## src/rtl/prog_loader_if.sv

```systemverilog
// Host-word stream plus instruction-memory write port shared by the loader and its host.
interface prog_loader_if #(
    parameter int unsigned DATA_WIDTH = 10,
    parameter int unsigned ADDR_WIDTH = 8
);
    logic                  in_valid;
    logic [DATA_WIDTH-1:0] in_data;
    logic                  in_ready;
    logic                  memWrite;
    logic [ADDR_WIDTH-1:0] adr;
    logic [DATA_WIDTH-1:0] instruct;

    modport master (
        output in_valid, in_data,
        input  in_ready, memWrite, adr, instruct
    );

    modport slave (
        input  in_valid, in_data,
        output in_ready, memWrite, adr, instruct
    );
endinterface

```

## src/rtl/prog_loader.sv

```systemverilog
// Loads a header-prefixed instruction image into memory, holding the core in reset until done.
// Optional trailing checksum word when LOADER_CHECKSUM_EN is defined.
module prog_loader #(
    parameter int unsigned DATA_WIDTH = 10,
    parameter int unsigned ADDR_WIDTH = 8
) (
    input  logic         clk,
    input  logic         reset,
    input  logic         start,
    prog_loader_if.slave bus,
    output logic         cpuReset,
    output logic         busy,
    output logic         done,
    output logic         error
);

    typedef enum logic [2:0] {
        StIdle,
        StHeader,
        StData,
        StDone,
        StErr
`ifdef LOADER_CHECKSUM_EN
        , StCheck
`endif
    } state_e;

    state_e                state_q, state_d;
    logic [ADDR_WIDTH-1:0] last_q, last_d;
    logic [ADDR_WIDTH-1:0] ptr_q, ptr_d;
    logic                  in_ready_q, in_ready_d;
    logic                  mem_write_q, mem_write_d;
    logic [ADDR_WIDTH-1:0] adr_q, adr_d;
    logic [DATA_WIDTH-1:0] instruct_q, instruct_d;
    logic                  cpu_reset_q, cpu_reset_d;
    logic                  busy_q, busy_d;
    logic                  done_q, done_d;
    logic                  error_q, error_d;
`ifdef LOADER_CHECKSUM_EN
    logic [DATA_WIDTH-1:0] sum_q, sum_d;
`endif

    logic accept;
    logic start_ok;
    logic hdr_bad;
    logic in_session_d;

    assign accept   = bus.in_valid && in_ready_q;
    assign start_ok = start && (state_q == StIdle || state_q == StDone || state_q == StErr);
    // Shift keeps this legal when DATA_WIDTH == ADDR_WIDTH (no upper bits at all).
    assign hdr_bad  = (bus.in_data >> ADDR_WIDTH) != '0;

    always_ff @(posedge clk) begin
        if (reset) begin
            state_q     <= StIdle;
            last_q      <= '0;
            ptr_q       <= '0;
            in_ready_q  <= 1'b0;
            mem_write_q <= 1'b0;
            adr_q       <= '0;
            instruct_q  <= '0;
            cpu_reset_q <= 1'b1;
            busy_q      <= 1'b0;
            done_q      <= 1'b0;
            error_q     <= 1'b0;
`ifdef LOADER_CHECKSUM_EN
            sum_q       <= '0;
`endif
        end else begin
            state_q     <= state_d;
            last_q      <= last_d;
            ptr_q       <= ptr_d;
            in_ready_q  <= in_ready_d;
            mem_write_q <= mem_write_d;
            adr_q       <= adr_d;
            instruct_q  <= instruct_d;
            cpu_reset_q <= cpu_reset_d;
            busy_q      <= busy_d;
            done_q      <= done_d;
            error_q     <= error_d;
`ifdef LOADER_CHECKSUM_EN
            sum_q       <= sum_d;
`endif
        end
    end

    always_comb begin
        state_d = state_q;
        unique case (state_q)
            StIdle, StDone, StErr: begin
                if (start) state_d = StHeader;
            end
            StHeader: begin
                if (accept) state_d = hdr_bad ? StErr : StData;
            end
            StData: begin
                if (accept && ptr_q == last_q) begin
`ifdef LOADER_CHECKSUM_EN
                    state_d = StCheck;
`else
                    state_d = StDone;
`endif
                end
            end
`ifdef LOADER_CHECKSUM_EN
            StCheck: begin
                if (accept) state_d = (bus.in_data == sum_q) ? StDone : StErr;
            end
`endif
            default: state_d = StIdle;
        endcase
    end

    always_comb begin
        last_d      = last_q;
        ptr_d       = ptr_q;
        mem_write_d = 1'b0;
        adr_d       = adr_q;
        instruct_d  = instruct_q;
`ifdef LOADER_CHECKSUM_EN
        sum_d       = sum_q;
        if (start_ok) sum_d = '0;
`endif
        if (state_q == StHeader && accept) begin
            last_d = bus.in_data[ADDR_WIDTH-1:0];
            ptr_d  = '0;
        end
        if (state_q == StData && accept) begin
            mem_write_d = 1'b1;
            adr_d       = ptr_q;
            instruct_d  = bus.in_data;
            ptr_d       = ptr_q + 1'b1;
`ifdef LOADER_CHECKSUM_EN
            sum_d       = sum_q + bus.in_data;
`endif
        end

        in_session_d = (state_d == StHeader) || (state_d == StData);
`ifdef LOADER_CHECKSUM_EN
        in_session_d = in_session_d || (state_d == StCheck);
`endif
        in_ready_d  = in_session_d;
        // Done lags DONE entry by a cycle so it follows the final write pulse.
        done_d      = (state_q == StDone) && (state_d == StDone);
        busy_d      = in_session_d || (state_q != StDone && state_d == StDone);
        error_d     = (state_d == StErr);
        cpu_reset_d = !done_d;
    end

    assign bus.in_ready = in_ready_q;
    assign bus.memWrite = mem_write_q;
    assign bus.adr      = adr_q;
    assign bus.instruct = instruct_q;
    assign cpuReset     = cpu_reset_q;
    assign busy         = busy_q;
    assign done         = done_q;
    assign error        = error_q;

endmodule

```

## src/flat_wrapper.sv

```systemverilog
// flat-port wrapper written by rule: the top's interface ports become plain ports
module prog_loader_flat 
#(
    parameter int unsigned DATA_WIDTH = 10,
    parameter int unsigned ADDR_WIDTH = 8
)
  (clk, reset, start, cpuReset, busy, done, error, bus_in_valid, bus_in_data, bus_in_ready, bus_memWrite, bus_adr, bus_instruct);
  prog_loader_if #(.DATA_WIDTH(DATA_WIDTH), .ADDR_WIDTH(ADDR_WIDTH)) bus_i ();
  input  logic clk;
  input  logic reset;
  input  logic start;
  output logic cpuReset;
  output logic busy;
  output logic done;
  output logic error;
  input wire logic [$bits(bus_i.in_valid)-1:0] bus_in_valid;
  input wire logic [$bits(bus_i.in_data)-1:0] bus_in_data;
  output wire logic [$bits(bus_i.in_ready)-1:0] bus_in_ready;
  output wire logic [$bits(bus_i.memWrite)-1:0] bus_memWrite;
  output wire logic [$bits(bus_i.adr)-1:0] bus_adr;
  output wire logic [$bits(bus_i.instruct)-1:0] bus_instruct;
  assign bus_i.in_valid = bus_in_valid;
  assign bus_i.in_data = bus_in_data;
  assign bus_in_ready = bus_i.in_ready;
  assign bus_memWrite = bus_i.memWrite;
  assign bus_adr = bus_i.adr;
  assign bus_instruct = bus_i.instruct;
  prog_loader #(.DATA_WIDTH(DATA_WIDTH), .ADDR_WIDTH(ADDR_WIDTH)) u_core (.clk(clk), .reset(reset), .start(start), .bus(bus_i), .cpuReset(cpuReset), .busy(busy), .done(done), .error(error));
endmodule
```

## config.mk

```make
export PLATFORM = sky130hd
export DESIGN_NAME = prog_loader_flat
export DESIGN_NICKNAME = d
export VERILOG_FILES = /design/src/rtl/prog_loader_if.sv /design/src/rtl/prog_loader.sv /design/src/flat_wrapper.sv
export SDC_FILE = /design/constraint.sdc
export NUM_CORES = 1
export LEC_CHECK = 0
export ABC_AREA = 1
export CAP_MARGIN = 20
export CORE_UTILIZATION = 50
export CTS_BUF_LIST = sky130_fd_sc_hd__clkbuf_8 sky130_fd_sc_hd__clkbuf_16
export DETAILED_ROUTE_END_ITERATION = 12
export HOLD_SLACK_MARGIN = 0.15
export PLACE_DENSITY_LB_ADDON = 0.15
export SLEW_MARGIN = 25
export SYNTH_ARGS = -nofsm -noshare
export SYNTH_HDL_FRONTEND = slang
export SYNTH_SLANG_ARGS = --single-unit
```

## constraint.sdc

```tcl
create_clock -name clk -period 1.3 [get_ports clk]
set_input_delay 0.325 -clock clk [delete_from_list [all_inputs] [get_ports clk]]
set_output_delay 0.325 -clock clk [all_outputs]
set_load 0.1 [all_outputs]
```

==> impl_metrics.ini, run 1 <==
[drt]
drt_iter0_drc = 86
antenna_left = 0
drc = 0
avgRoutedWirePerCell_um = 13.2
vias = 1682
wl_mm = 4.39
vias_per_cell = 5.07
firstDrtPassIters = 4

[place]
dp_slack_ns = -0.408
place_inst = 322
dpl.hpwl_mm = 2.85
portBuffers = 37
place_area_um2 = 2570
gp_congestion = 0.865

[logic_synthesis]
ys_seq_area_share_pct = 48.0
synth.area.mux_share_pct = 0
yosys_warnings = 0
async_flop_share_pct = 0
yosysTopAreaCellShare_pct = 48.0
yosysMostFrequentCell = dfxtp_1
synth_xor_area_share_pct = 1.47
synth_area_leader_cell = dfxtp_1
syn_inst = 232
synthAdderAreaFrac_pct = 0.698
synth-compound-area-share_pct = 15.7
ys_types = 29
synth_top_family_by_area = simple AND/OR/NAND/NOR gates
synth_common_cells = dfxtp_1, nand2_1, nor2_1, o21ai_0, a21oi_1
synth_edf_count = 0
syn-cell-area_um2 = 1790
synth-seq-cells = 43
syn_area_per_cell_um2 = 7.73
synthSimpleGateAreaFrac_pct = 26.4
syn_nets = 247
synthTopCellsByArea = dfxtp_1, nand2_1, nor2_1, o21ai_0, a21oi_1
synthFlopType = dfxtp_1

[pwr]
power.density_nw_per_um2 = 859
p_comb_share_pct = 12.6
pwr-share-seq_pct = 55.8
p_int_mw = 1.82
p_switching_uw = 601
power_mw = 2.42
peakVddDrop_uv = 883
sw_frac_of_total_pct = 24.8
pwr-share-clk_pct = 31.6
leakage_nw = 1.13

[grt]
grt_pass1_wl_mm = 6.12
grt_pass1_vias = 1494
grt_overflow = 0
gr-usage-all-layers_pct = 22.4
antenna_found_initial = 0
grt_max_degree = 25

[clock_network]
htree_levels = 2
cts_buffers = 5
clk_pin_slew_worst_paths_ns = 0.07
postCtsHoldBufs = 0
clockRootBuffer = clkbuf_8
clock-sinks = 43
cts_tree = done
cts_buffer_depth = 2
clk_latency_ns = 0.29

[floorplanning]
fp.coreArea_um2 = 3390
fp.dieH_um = 61.9
ios = 38
die_x_um = 61.9
fp.dieArea_um2 = 3830
row_count = 21
start_util_pct = 52.9

[critical_path]
worst-path-stages = 8
reg2reg_depth = 8
path_buf_inv = 2
slowest_stage = dfxtp_2
cp_cell_sequence = inv_2 > nor3_4 > nand2_2 > o21ai_2 > inv_2 > nand3_2 > nand3_2 > nand2_1
end_kind = flip-flop
path_delay_family = simple AND/OR/NAND/NOR gates
path_max_fanout = 6
critPathRequiredTime_ns = 1.54
critPathArrivalTime_ns = 1.58
startpoint_type = flip-flop
criticalPathCategory = reg -> reg
slowest_delay_ns = 0.34

[outcome]
outcome = finished with violations
violations = negative setup slack

[sta]
finalCriticalPeriod_ns = 1.34
setup_viol = 2
grt_setup_unrepaired = true
finalHoldViolCount = 0
fin_ws_ns = -0.0375
slew_viol_final = 0
finClkSkew_ns = 0.00527
max_slew_margin_pct = 85.2
max_freq_ghz = 0.748
worst_pin_slew_ns = 0.220
finalCritPeriodShare_pct = 103
fin_hold_ws_ns = 0.471
tns_ns = -0.0701

[finish]
n_antenna_cell = 0
finalNetCount = 301
finalNonFillerCells = 332
fin_area_um2 = 2820
layout-drive-gt1-share_pct = 34.6
area_growth_pct = 57.2
fin_util_pct = 83.1

[worst_hold_path]
hold_depth = 2
hold_class = reg -> reg

[run]
cap_violations = 0
## final cells by class
type | count | area [µm²]
tap | 46 | 57.6
fill | 191 | 572
multi-input combinational | 158 | 892
timing repair buffer | 56 | 822
inverter | 22 | 90.1
clock buffer | 5 | 68.8
sequential | 43 | 880
clock inverter | 2 | 7.51
## final timing paths
check / endpoint / startpoint / slack (ns)
setup reg to reg: u_core.busy / u_core.state_q[0] / -0.04
hold reg to reg: u_core.last_q[7] / u_core.last_q[7] / 0.47
hold / removal: u_core.last_q[7] / u_core.last_q[7] / 0.47
setup / recovery: u_core.busy / u_core.state_q[0] / -0.04
## power by group through the flow
stage	Sequential (mW)	Combinational, mW	Clock, mW
2_1_floorplan	1.43	0.0957	0
3_3_place_gp	1.38	0.260	0
3_5_place_dp	1.38	0.267	0
4_1_cts	1.35	0.271	0.781
5_1_grt	1.35	0.328	0.840
6_report	1.35	0.305	0.765
## sequential cells by signal, summed over array words and instances, names as in the netlist, 3 cells and up
name	flops
u_core.state_q	3
u_core.last_q	8
u_core.bus.instruct	10
u_core.bus.adr	8
u_core.ptr_q	8
## metal layers
metal	wire length, µm	global-route usage (%)
met5	0	0
met4	91	12.1
met3	188	8.49
met2	2170	36.4
met1	1940	25.5
## cells in the final DEF, fill, tap and decap left out, types with 2 or more instances in the layout
cell type         n
nand2_1          39
nor2_1           36
dfxtp_1          32
buf_12           27
o21ai_0          22
inv_1            17
a21oi_1          13
clkdlybuf4s50_1  12
buf_4            12
dfxtp_2           9
inv_2             6
o21ai_1           6
nand3_1           5
nor2_2            5
a21oi_2           5
clkbuf_8          5
nor2_4            3
nand3_2           3
a211oi_2          3
buf_6             3
nand3_4           2
nand2_2           2
nand4_1           2
xnor2_1           2
dfxtp_4           2
## tightest hold or removal path, cell delays in order, from the launching register on
cell and delay (ns):
dfxtp_1 0.31, inv_1 0.06, a21oi_1 0.05
## logic make-up after synthesis
family,count (synthesis)
AND/OR/NAND/NOR,103
AO/OA/AOI/OAI,51
flip-flops,43
buffers and inverters,31
XOR/XNOR,3
adder cells (fa/ha/maj),1
## timing repair
action,CTS,global route
setup endpoints to repair,13,41
setup buffers,0,2
cloned,0,1
gates resized for setup,7,35
pin swaps,2,7
(Power assumes the default switching activity.)
==> run 2, diff against run 1 <==
--- a/config.mk
+++ b/config.mk
@@ -10,6 +10,7 @@
 export CORE_UTILIZATION = 50
 export CTS_BUF_LIST = sky130_fd_sc_hd__clkbuf_8 sky130_fd_sc_hd__clkbuf_16
 export DETAILED_ROUTE_END_ITERATION = 12
+export GPL_TIMING_DRIVEN = 1
 export HOLD_SLACK_MARGIN = 0.15
 export PLACE_DENSITY_LB_ADDON = 0.15
 export SLEW_MARGIN = 25
==> results of run 2 <==
No change in the layout: final DEF, timing and power equal those of run 1.
